`config.mk`:
```
export PLATFORM = sky130hd
export DESIGN_NAME = instr_fetch_unit
export DESIGN_NICKNAME = d
export VERILOG_FILES = /design/src/rtl/instr_fetch_unit_pkg.sv /design/src/rtl/instr_fetch_unit_fetch_queue.sv /design/src/rtl/instr_fetch_unit.sv
export SDC_FILE = /design/constraint.sdc
export NUM_CORES = 1
export LEC_CHECK = 0
export ABC_CLOCK_PERIOD_IN_PS = 11140
export CORE_UTILIZATION = 50
export CTS_CLUSTER_SIZE = 20
export DETAILED_ROUTE_END_ITERATION = 7
export MAX_ROUTING_LAYER = met4
export PLACE_DENSITY = 0.74
export SLEW_MARGIN = 5
export SYNTH_ARGS = -nofsm -noshare
export SYNTH_HDL_FRONTEND = slang
export SYNTH_SLANG_ARGS = --single-unit
export TNS_END_PERCENT = 1
```
`constraint.sdc`:
```
create_clock -name clk -period 11.14 [get_ports clk]
set_input_delay 1.671 -clock clk [delete_from_list [all_inputs] [get_ports clk]]
set_output_delay 1.671 -clock clk [all_outputs]
set_load 0.005 [all_outputs]
```
`src/rtl/instr_fetch_unit_pkg.sv`:
```
// Shared definitions for the instruction fetch unit.
//   XLEN              : data / address word width
//   RESET_PC_DEFAULT  : default first fetch address after reset
//   PC_INC_4/PC_INC_8 : single-word and fetch-pair address increments
//   PC_ALIGN_MASK     : clears the byte offset of a fetch address
//   fq_entry_t        : one instruction queue slot {instr, pc}
package instr_fetch_unit_pkg;

   localparam int          XLEN             = 32;
   localparam logic [31:0] RESET_PC_DEFAULT = 32'h0000_0000;
   localparam logic [31:0] PC_INC_4         = 32'd4;
   localparam logic [31:0] PC_INC_8         = 32'd8;
   localparam logic [31:0] PC_ALIGN_MASK    = 32'hFFFF_FFFC;

   typedef struct packed {
      logic [XLEN-1:0] instr;
      logic [XLEN-1:0] pc;
   } fq_entry_t;

endpackage

```
`src/rtl/instr_fetch_unit_fetch_queue.sv`:
```
// fetch_queue: 2-write / 1-read circular instruction buffer.
//   clk, rst_n   : clock, asynchronous active-low reset
//   flush_i      : drop all entries and zero both pointers
//   push_i       : write wr0_i then wr1_i into two consecutive slots
//   pop_i        : retire the head entry
//   wr0_i, wr1_i : entries written on push
//   head_o       : head entry, zero whenever the queue is empty
//   count_o      : number of valid entries, 0..QDEPTH
// The caller guarantees a push only when two slots are free and a pop
// only when the queue is non-empty; fullness is tracked by count alone.
module fetch_queue
   import instr_fetch_unit_pkg::*;
#(
   parameter  int QDEPTH = 4,
   localparam int PW     = $clog2(QDEPTH),
   localparam int CW     = $clog2(QDEPTH + 1)
) (
   input  logic          clk,
   input  logic          rst_n,
   input  logic          flush_i,
   input  logic          push_i,
   input  logic          pop_i,
   input  fq_entry_t     wr0_i,
   input  fq_entry_t     wr1_i,
   output fq_entry_t     head_o,
   output logic [CW-1:0] count_o
);

   fq_entry_t     entries_q [QDEPTH];
   logic [PW-1:0] rd_ptr_q, rd_ptr_d;
   logic [PW-1:0] wr_ptr_q, wr_ptr_d;
   logic [CW-1:0] count_q, count_d;
   logic          wr_en;

   assign wr_en = push_i && !flush_i;

   // QDEPTH is a power of two, so pointer arithmetic wraps naturally.
   always_comb begin
      rd_ptr_d = rd_ptr_q;
      wr_ptr_d = wr_ptr_q;
      count_d  = count_q;
      if (flush_i) begin
         rd_ptr_d = '0;
         wr_ptr_d = '0;
         count_d  = '0;
      end else begin
         if (push_i) wr_ptr_d = wr_ptr_q + PW'(2);
         if (pop_i)  rd_ptr_d = rd_ptr_q + PW'(1);
         count_d = count_q + (push_i ? CW'(2) : CW'(0)) - (pop_i ? CW'(1) : CW'(0));
      end
   end

   always_ff @(posedge clk or negedge rst_n) begin
      if (!rst_n) begin
         rd_ptr_q <= '0;
         wr_ptr_q <= '0;
         count_q  <= '0;
      end else begin
         rd_ptr_q <= rd_ptr_d;
         wr_ptr_q <= wr_ptr_d;
         count_q  <= count_d;
      end
   end

   // Storage needs no reset: the head output is gated by count.
   always_ff @(posedge clk) begin
      if (wr_en) begin
         entries_q[wr_ptr_q]          <= wr0_i;
         entries_q[wr_ptr_q + PW'(1)] <= wr1_i;
      end
   end

   assign head_o  = (count_q != '0) ? entries_q[rd_ptr_q] : '0;
   assign count_o = count_q;

endmodule

```
`src/rtl/instr_fetch_unit.sv`:
```
// instr_fetch_unit: fetches instruction pairs into a small queue and
// presents them one per cycle to decode.
//   clk, rst_n            : clock, asynchronous active-low reset
//   imem_addr             : word-aligned fetch address (fetch_pc)
//   imem_rd, imem_rd2     : words at imem_addr and imem_addr+4 (same cycle)
//   redirect, redirect_pc : taken branch/jump; flush and refetch from target
//   out_valid, out_ready  : head handshake towards decode
//   out_instr, out_pc     : head instruction word and its byte address
module instr_fetch_unit
   import instr_fetch_unit_pkg::*;
#(
   parameter logic [31:0] RESET_PC = RESET_PC_DEFAULT,
   parameter int          QDEPTH   = 4
) (
   input  logic            clk,
   input  logic            rst_n,
   output logic [XLEN-1:0] imem_addr,
   input  logic [XLEN-1:0] imem_rd,
   input  logic [XLEN-1:0] imem_rd2,
   input  logic            redirect,
   input  logic [XLEN-1:0] redirect_pc,
   output logic            out_valid,
   input  logic            out_ready,
   output logic [XLEN-1:0] out_instr,
   output logic [XLEN-1:0] out_pc
);

   localparam int CW = $clog2(QDEPTH + 1);

   logic [XLEN-1:0] fetch_pc_q, fetch_pc_d;
   logic [CW-1:0]   count;
   logic            push;
   logic            pop;
   fq_entry_t       wr0, wr1, head;

   // Push needs two free slots in the registered count; a same-cycle pop
   // is deliberately not credited so the check stays off the decode path.
   assign push      = !redirect && (count <= CW'(QDEPTH - 2));
   assign out_valid = (count != '0) && !redirect;
   assign pop       = out_valid && out_ready;

   assign wr0 = '{instr: imem_rd,  pc: fetch_pc_q};
   assign wr1 = '{instr: imem_rd2, pc: fetch_pc_q + PC_INC_4};

   always_comb begin
      fetch_pc_d = fetch_pc_q;
      if (redirect) begin
         fetch_pc_d = redirect_pc & PC_ALIGN_MASK;
      end else if (push) begin
         fetch_pc_d = fetch_pc_q + PC_INC_8;
      end
   end

   always_ff @(posedge clk or negedge rst_n) begin
      if (!rst_n) begin
         fetch_pc_q <= RESET_PC & PC_ALIGN_MASK;
      end else begin
         fetch_pc_q <= fetch_pc_d;
      end
   end

   fetch_queue #(
      .QDEPTH (QDEPTH)
   ) u_fetch_queue (
      .clk     (clk),
      .rst_n   (rst_n),
      .flush_i (redirect),
      .push_i  (push),
      .pop_i   (pop),
      .wr0_i   (wr0),
      .wr1_i   (wr1),
      .head_o  (head),
      .count_o (count)
   );

   assign imem_addr = fetch_pc_q;
   assign out_instr = head.instr;
   assign out_pc    = head.pc;

endmodule
```
==> results.yml, run 1 <==
detailed_routing:
  antenna_left: 0
  first_pass_iters: 5
  drc: 0
  wl_per_cell_um: 20.4
  via_per_inst: 5.70
  vias: 9025
  drtIter0Drc: 976
  routed_wl_mm: 32.3
synthesis:
  avgSynthCellArea_um2: 12.0
  syn-instance-count: 1157
  synth_top_cell_area_share_pct: 53.6
  yosysMostFrequentCell: "edfxtp_1"
  netlist_area_um2: 13900
  synthFlopType: "edfxtp_1"
  synth-edff-count: 248
  synth_top_cells_by_count: "edfxtp_1 (248), nand2_1 (245), clkbuf_1 (173)"
  synthTopCellsByArea: "edfxtp_1 (54%), mux4_2 (10%), nand2_1 (6.6%), dfrtp_1 (6.5%), clkbuf_1 (4.7%)"
  yosysWarnings: 0
  yosys.area.top_type: "edfxtp_1"
  seq_area_frac_synth_pct: 60.1
  synth_cell_type_count: 47
  synth_seq_cells: 284
  synthArstFlopShare_pct: 12.7
timing:
  fmax_mhz: 192
  finalSetupViolations: 0
  tns_ps: 0
  hold_viol_final: 0
  maxSlewViolCount: 0
  skew_ps: 13.7
  relSlewSlack_pct: 32.4
  rsz0062_at_grt: "false"
  worst_pin_slew_ps: 1000
  finalCriticalPeriod_ps: 5220
  period_share_pct: 46.8
cts:
  cts_buffers: 29
  clock-sinks: 284
  cts_tree: "built"
  post_cts_buffers: 0
  htreeDepth: 1
  holdBufCountCts: 0
  cts_max_path_buffers: 3
  cts_root_buf: "clkbuf_16"
  clkTransAtPathRegs_ps: 60
  clkLatencyLatePin_ps: 530
  cts-resized-gates: 0
global_routing:
  grt_max_degree: 68
  grt_antenna_before_repair: 0
  grt_overflow: 0
  track_usage_pct: 23.5
  grt_pass1_wl_mm: 49.6
  grt_pass1_vias: 8806
die:
  start_util_pct: 51.2
  dieArea_um2: 28400
  die_h_um: 169
  rows: 60
  die_x_um: 169
  io-pin-count: 197
  coreArea_um2: 27100
cells_and_area:
  num-fill-cells: 2047
  syn2layout_area_growth_pct: 18.1
  final_nets: 1295
  n_antenna_cell: 0
  drive_gt1_share_pct: 10.9
  final_cell_area_um2: 16400
worst_setup_path:
  crit_type: "in2out"
  cp-start-kind: "primary input"
  cp_max_fo: 47
  endpoint_kind: "output port"
  worstPathArrival_ps: 3550
  crit_required_ps: 9470
hold_path:
  hold_path.class: "reg2reg"
placement:
  gp_congestion: 0.912
  place_hpwl_mm: 20.4
  portBuffers: 190
  dpl_cell_area_um2: 15500
pwr:
  leakage_uw: 0.00568
  vdd_drop_max_mv: 0.116
  p_per_area_nw_per_um2: 217
outcome:
  status: "completed"
flow_run:
  maxCapViolations: 0
-- critical path, stage by stage --
cell and delay [ps]:
clkdlybuf4s50_1 450, buf_4 400, inv_2 320, and2_1 240, clkdlybuf4s50_1 440
-- report_power, final --
part | switching [uW] | total [uW] | internal [uW] | leakage [uW]
sequential | 123 | 1530 | 1410 | 0.00273
clock | 379 | 879 | 499 | 0.000412
combinational | 548 | 1160 | 609 | 0.00254
total | 1050 | 3570 | 2520 | 0.00568
-- registers in the layout (all words and copies together) (netlist names) --
name and count:
u_fetch_queue.entries_q 248, u_fetch_queue.count_o 3, u_fetch_queue.rd_ptr_q 2, u_fetch_queue.wr_ptr_q 1, imem_addr 30
-- per-stage QoR --
step	power (uW)	instances	util [%]	hold slack, ps	worst slack [ps]
3_5_place_dp	2730	1531	57.4	642	5820
3_3_place_gp	2700	1531	57.4	628	5870
5_1_grt	3740	1583	60.5	690	5820
2_1_floorplan	2190	1160	-	625	6190
6_report	3570	1583	60.5	655	5920
4_1_cts	3610	1583	60.5	648	5910
-- placed cells by master (no fill, tap or decap), types with 3 or more instances in the layout --
cell / instances
or4_1: 13
inv_2: 5
or3_1: 7
o21ai_0: 10
nand3_1: 26
a31oi_1: 12
clkbuf_16: 29
conb_1: 4
clkdlybuf4s50_1: 189
xor2_1: 24
nor3_1: 16
mux4_2: 62
nor4_1: 18
a21oi_1: 3
xnor2_1: 49
clkinv_2: 4
and2_1: 66
o31ai_1: 7
and3_1: 6
clkinv_1: 7
dfrtp_1: 34
nor2_1: 28
ha_1: 5
nand4_1: 25
edfxtp_1: 248
clkbuf_1: 8
nand2_1: 245
buf_4: 13
inv_1: 8
o21ai_1: 5
and4_1: 4
-- routing by layer --
| metal | vias up | share of wire, % | track usage [%] |
|---|---|---|---|
| met2 | 440 | 49 | 38.1 |
| met4 | 0 | 2.1 | 6.32 |
| met1 | 4460 | 41 | 31.3 |
| met3 | 48 | 8.6 | 3.41 |
| met5 | - | 0 | - |
| li1 | 4077 | - | - |
-- path summary, 6_finish.rpt --
check / startpoint / end / slack (ps) / cells after the start
max: redirect / out_valid / 5920 / 5
max in group asynchronous: rst_n / u_fetch_queue.rd_ptr_q[0] / 9180 / 1
min reg2reg: u_fetch_queue.wr_ptr_q[1] / u_fetch_queue.wr_ptr_q[1] / 650 / 2
max reg2reg: u_fetch_queue.count_o[1] / u_fetch_queue.entries_q[1][25] / 7720 / 7
min: u_fetch_queue.wr_ptr_q[1] / u_fetch_queue.wr_ptr_q[1] / 650 / 2
min in group asynchronous: rst_n / imem_addr[29] / 1280 / 1
-- logic make-up (layout without fill, tap and decap cells) --
logic type	Yosys count	in the layout	share of synthesized area, %
AO/OA/AOI/OAI	47	47	2.22
XOR/XNOR	73	73	4.61
adder cells (fa/ha/maj)	5	5	0.451
buffers and inverters	219	270	6.33
flip-flops	284	284	60.1
multiplexers	65	65	10.3
other	1	4	0.0270
AND/OR/NAND/NOR	463	463	16.0
-- area by class of cell --
type | instances | area, um^2 | area share, %
clock buffer | 37 | 756 | 4.61
tap | 372 | 465 | 2.84
clock inverter | 15 | 100 | 0.610
multi-input combinational | 657 | 4670 | 28.5
sequential | 284 | 8350 | 50.9
inverter | 15 | 61.3 | 0.374
timing repair buffer | 203 | 1990 | 12.2
No activity file was read; power rests on OpenSTA's default activity.
==> run 2: changes to the inputs <==
- ABC_CLOCK_PERIOD_IN_PS: 11140 -> 5100
- clock period: 11.14 -> 5.1 ns (I/O delays scaled with it)
==> run 2 against run 1 <==
Against the previous run: die area is the same; non-clock buffer count grew 3; sequential share of layout area shrank 1.0 points; design area grew 2.1%; largest power group unchanged; total power grew 130%; routed wire length grew 2.0%; critical path type is now reg2out; core utilization grew 1.2 points; flip-flop and latch count is the same; clock skew grew 1.1 ps; critical endpoint is now out_pc[8]; worst setup slack lost 4600 ps; register-to-register slack lost 5500 ps; final cell count grew 0.51%.
==> results.yml, run 2 (same netlist as run 1, synthesis figures left out) <==
outcome:
  status: "completed"
cells_and_area:
  ff_latch_area_um2: 8350
  final_cell_mix: "edfxtp_1 (248), nand2_1 (245), clkdlybuf4s50_1 (189), and2_1 (66), mux4_2 (62)"
  drive_gt1_share_pct: 12.2
  final_common_cell: "edfxtp_1"
  largest_reg_flops: 248
  final_nets: 1299
  num-fill-cells: 2030
  finalNonFillerCells: 1591
  syn2layout_area_growth_pct: 20.6
  regMostFlops: "u_fetch_queue.entries_q"
  multi_input_area_um2: 4670
timing:
  fmax_mhz: 266
  skew_ps: 14.8
  holdWs_ps: 354
  setup_slack_ps: 1350
  worst_pin_slew_ps: 1100
  period_share_pct: 73.6
  rsz0062_at_grt: "false"
  finalCriticalPeriod_ps: 3750
  relSlewSlack_pct: 26.5
  maxSlewViolCount: 0
  finalSetupViolations: 0
  tns_ps: 0
  hold_viol_final: 0
global_routing:
  grt_antenna_before_repair: 1
  grt_pass1_vias: 8729
  grt_overflow: 0
  grt_pass1_wl_mm: 50.7
  track_usage_pct: 24.2
  grt_max_degree: 75
detailed_routing:
  drc: 0
  via_per_inst: 5.66
  wl_per_cell_um: 20.7
  vias: 8998
  drtIter0Drc: 914
  routed_wl_mm: 33.0
  antenna_left: 0
  first_pass_iters: 5
pwr:
  vdd_drop_max_mv: 0.309
  p_per_area_nw_per_um2: 497
  power_uw: 8320
  leakage_uw: 0.00582
die:
  coreArea_um2: 27100
  rows: 60
  dieArea_um2: 28400
  die_h_um: 169
  io-pin-count: 197
  start_util_pct: 51.2
  die_x_um: 169
cts:
  holdBufCountCts: 0
  cts_max_path_buffers: 3
  cts_tree: "built"
  cts_buffers: 30
  cts-resized-gates: 0
  clock-sinks: 284
  clkLatencyLatePin_ps: 550
  post_cts_buffers: 0
  cts_root_buf: "clkbuf_16"
  clkTransAtPathRegs_ps: 60
  htreeDepth: 1
worst_setup_path:
  r2r_slack_ps: 2240
  crit_type: "reg2out"
  cp_slowest_stage_delay_ps: 810
  path_cells: "buf_12, mux4_2, and2_1, clkdlybuf4s50_1"
  worstPathArrival_ps: 2990
  critPathBufInv: 2
  crit_family: "buffers and inverters"
  crit_required_ps: 4340
  cp_max_fo: 40
  cp-start-kind: "flop"
  slowest_stage: "dfrtp_4"
  endpoint_kind: "output port"
placement:
  place_hpwl_mm: 20.6
  pre_cts_ws_ps: 1470
  gp_congestion: 0.921
  dp.cells: 1534
  portBuffers: 190
flow_run:
  maxCapViolations: 0
hold_path:
  hold_path.class: "in2async"
run 2: path summary, 6_finish.rpt:
kind,start,endpoint,cells after the start
worst min register to register,u_fetch_queue.wr_ptr_q[1],u_fetch_queue.wr_ptr_q[1],2
worst min-delay path,rst_n,imem_addr[18],1
worst max-delay path,u_fetch_queue.rd_ptr_q[0],out_pc[8],4
min in group clk,u_fetch_queue.wr_ptr_q[1],u_fetch_queue.wr_ptr_q[1],2
worst max register to register,imem_addr[4],u_fetch_queue.entries_q[3][31],5
max in group asynchronous,rst_n,u_fetch_queue.rd_ptr_q[0],1
run 2: worst register-to-register path, stage by stage (launching register included):
cell and delay [ps]:
dfrtp_1 580, ha_1 360, nand3_1 410, nor4_1 910, nand3_1 180, xnor2_1 170
run 2: power by group:
group	internal (uW)	leakage, uW	switching, uW
logic	1370	0.00258	1200
registers	3070	0.00273	288
clock network	1470	0.000515	925
run 2: cell type report:
type,instances,share of cell area [%]
timing repair buffer,206,12.4
multi-input combinational,657,27.9
tap,372,2.78
clock buffer,31,4.63
antenna,1,0.0150
sequential,284,49.9
inverter,15,0.366
clock inverter,25,1.97
run 2: per-layer routing:
metal / vias up / part of all wire [%] / global-route usage, % / routed length [um]
li1: 4083 / - / - / -
met1: 4432 / 42 / 32.5 / 13800
met2: 433 / 48 / 38.5 / 15700
met3: 50 / 8.2 / 4.23 / 2710
met4: 0 / 2.1 / 6.13 / 697
met5: - / 0 / - / 0
run 2: metrics by stage:
stage	util (%)	cell area, um^2
floorplan	-	13900
global placement	57.7	15600
detailed placement	57.7	15600
CTS	61.7	16700
global route	61.8	16700
finish	61.8	16700
==> run 3: changes to the inputs <==
- ABC_CLOCK_PERIOD_IN_PS: 5100 -> 3100
- PLACE_DENSITY: 0.74 -> 0.77
- clock period: 5.1 -> 3.1 ns (I/O delays scaled with it)
==> run 3 against run 2 <==
Against the previous run: routed wire length up 0.34%; largest power group unchanged; flip-flop and latch count is the same; non-clock buffer count up 28; critical path type unchanged.
==> results.yml, run 3 (same netlist as run 1, synthesis figures left out) <==
timing:
  holdWs_ps: 35.0
  hold_viol_final: 0
  finalCriticalPeriod_ps: 3000
  relSlewSlack_pct: 40.9
  finalSetupViolations: 0
  skew_ps: 24.0
  fmax_mhz: 333
  worst_pin_slew_ps: 886
  tns_ps: 0
  period_share_pct: 96.8
  setup_slack_ps: 98.6
  rsz0062_at_grt: "false"
  maxSlewViolCount: 0
cells_and_area:
  final_common_cell: "edfxtp_1"
  fin_util_pct: 62.2
  n_antenna_cell: 0
  syn2layout_area_growth_pct: 21.5
  largest_reg_flops: 248
  final_nets: 1327
  regMostFlops: "u_fetch_queue.entries_q"
  final_cell_mix: "edfxtp_1 (248), nand2_1 (244), clkdlybuf4s50_1 (189), and2_1 (66), mux4_2 (62)"
  drive_gt1_share_pct: 14.0
pwr:
  p_per_area_nw_per_um2: 794
  vdd_drop_max_mv: 0.414
  leakage_uw: 0.00593
  power_uw: 13400
detailed_routing:
  vias: 9244
  drtIter0Drc: 1067
  routed_wl_mm: 33.1
  first_pass_iters: 5
  wl_per_cell_um: 20.4
  via_per_inst: 5.71
  antenna_left: 0
  drc: 0
die:
  rows: 60
  die_x_um: 169
  start_util_pct: 51.2
  dieArea_um2: 28400
  io-pin-count: 197
  coreArea_um2: 27100
  die_h_um: 169
global_routing:
  grt_pass1_vias: 9231
  grt_max_degree: 46
  track_usage_pct: 24.3
  grt_pass1_wl_mm: 51.2
  grt_antenna_before_repair: 0
  grt_overflow: 0
cts:
  cts_buffers: 30
  post_cts_buffers: 0
  clock-sinks: 284
  cts_max_path_buffers: 3
  clkLatencyLatePin_ps: 550
  holdBufCountCts: 0
  clkTransAtPathRegs_ps: 60
  cts_root_buf: "clkbuf_16"
  cts-resized-gates: 0
  cts_tree: "built"
  htreeDepth: 1
placement:
  portBuffers: 190
  gp_congestion: 0.932
  place_hpwl_mm: 21.7
  pre_cts_ws_ps: 421
worst_setup_path:
  cp_max_fo: 45
  reg2regPathDepth: 6
  worstPathArrival_ps: 2540
  critPathBufInv: 2
  crit_type: "reg2out"
  crit_family: "simple AND/OR/NAND/NOR gates"
  crit_required_ps: 2630
  endpoint_kind: "output port"
  slowest_stage: "or3_2"
  cp-start-kind: "flop"
  cp.depth: 4
  path_cells: "or3_2, buf_4, and2_1, clkdlybuf4s50_1"
  cp_slowest_stage_delay_ps: 510
outcome:
  status: "completed"
flow_run:
  maxCapViolations: 0
hold_path:
  hold_path.class: "in2async"
run 3: per-stage QoR:
stage / area (um^2) / instances
after floorplan: 13900 / 1160
after global placement: 15900 / 1562
after detailed placement: 15900 / 1562
after CTS: 16900 / 1618
after global routing: 16900 / 1618
final: 16900 / 1618
run 3: final cells by class:
class                           count  area, um^2
Tap cell                          372         465
Sequential cell                   284        8350
Multi-Input combinational cell    657        4670
Clock buffer                       40         830
Inverter                           15        61.3
Fill cell                        2050       10200
Clock inverter                     16         143
Timing Repair Buffer              234        2340
run 3: routing by layer:
metal  vias to the layer above  GRT usage [%]  share of wire, %
met2                       472           39.5                48
met5                         -              -                 0
li1                       4147              -                 -
met4                         0           8.02               3.2
met1                      4550           31.6                40
met3                        75           3.58               8.6
run 3: worst paths after layout:
path | end | startpoint | slack [ps]
setup / recovery | out_pc[24] | u_fetch_queue.count_o[0] | 100
hold / removal | imem_addr[26] | rst_n | 40
setup reg to reg | u_fetch_queue.entries_q[3][25] | imem_addr[3] | 620
hold reg to reg | u_fetch_queue.entries_q[0][4] | imem_addr[4] | 660
max in group asynchronous | u_fetch_queue.rd_ptr_q[0] | rst_n | 2410
min in group clk | imem_addr[13] | redirect_pc[13] | 460
run 3: power breakdown:
group	internal (uW)	switching [uW]	total [uW]
Sequential	5050	336	5390
Clock	2050	1470	3510
Combinational	2350	2130	4490
run 3: worst reg2reg max path, stage by stage (launching register included):
cell and delay (ps):
dfrtp_1 540, ha_1 390, nand3_1 210, buf_4 220, nor3_1 490, nand4_1 200, xnor2_1 170
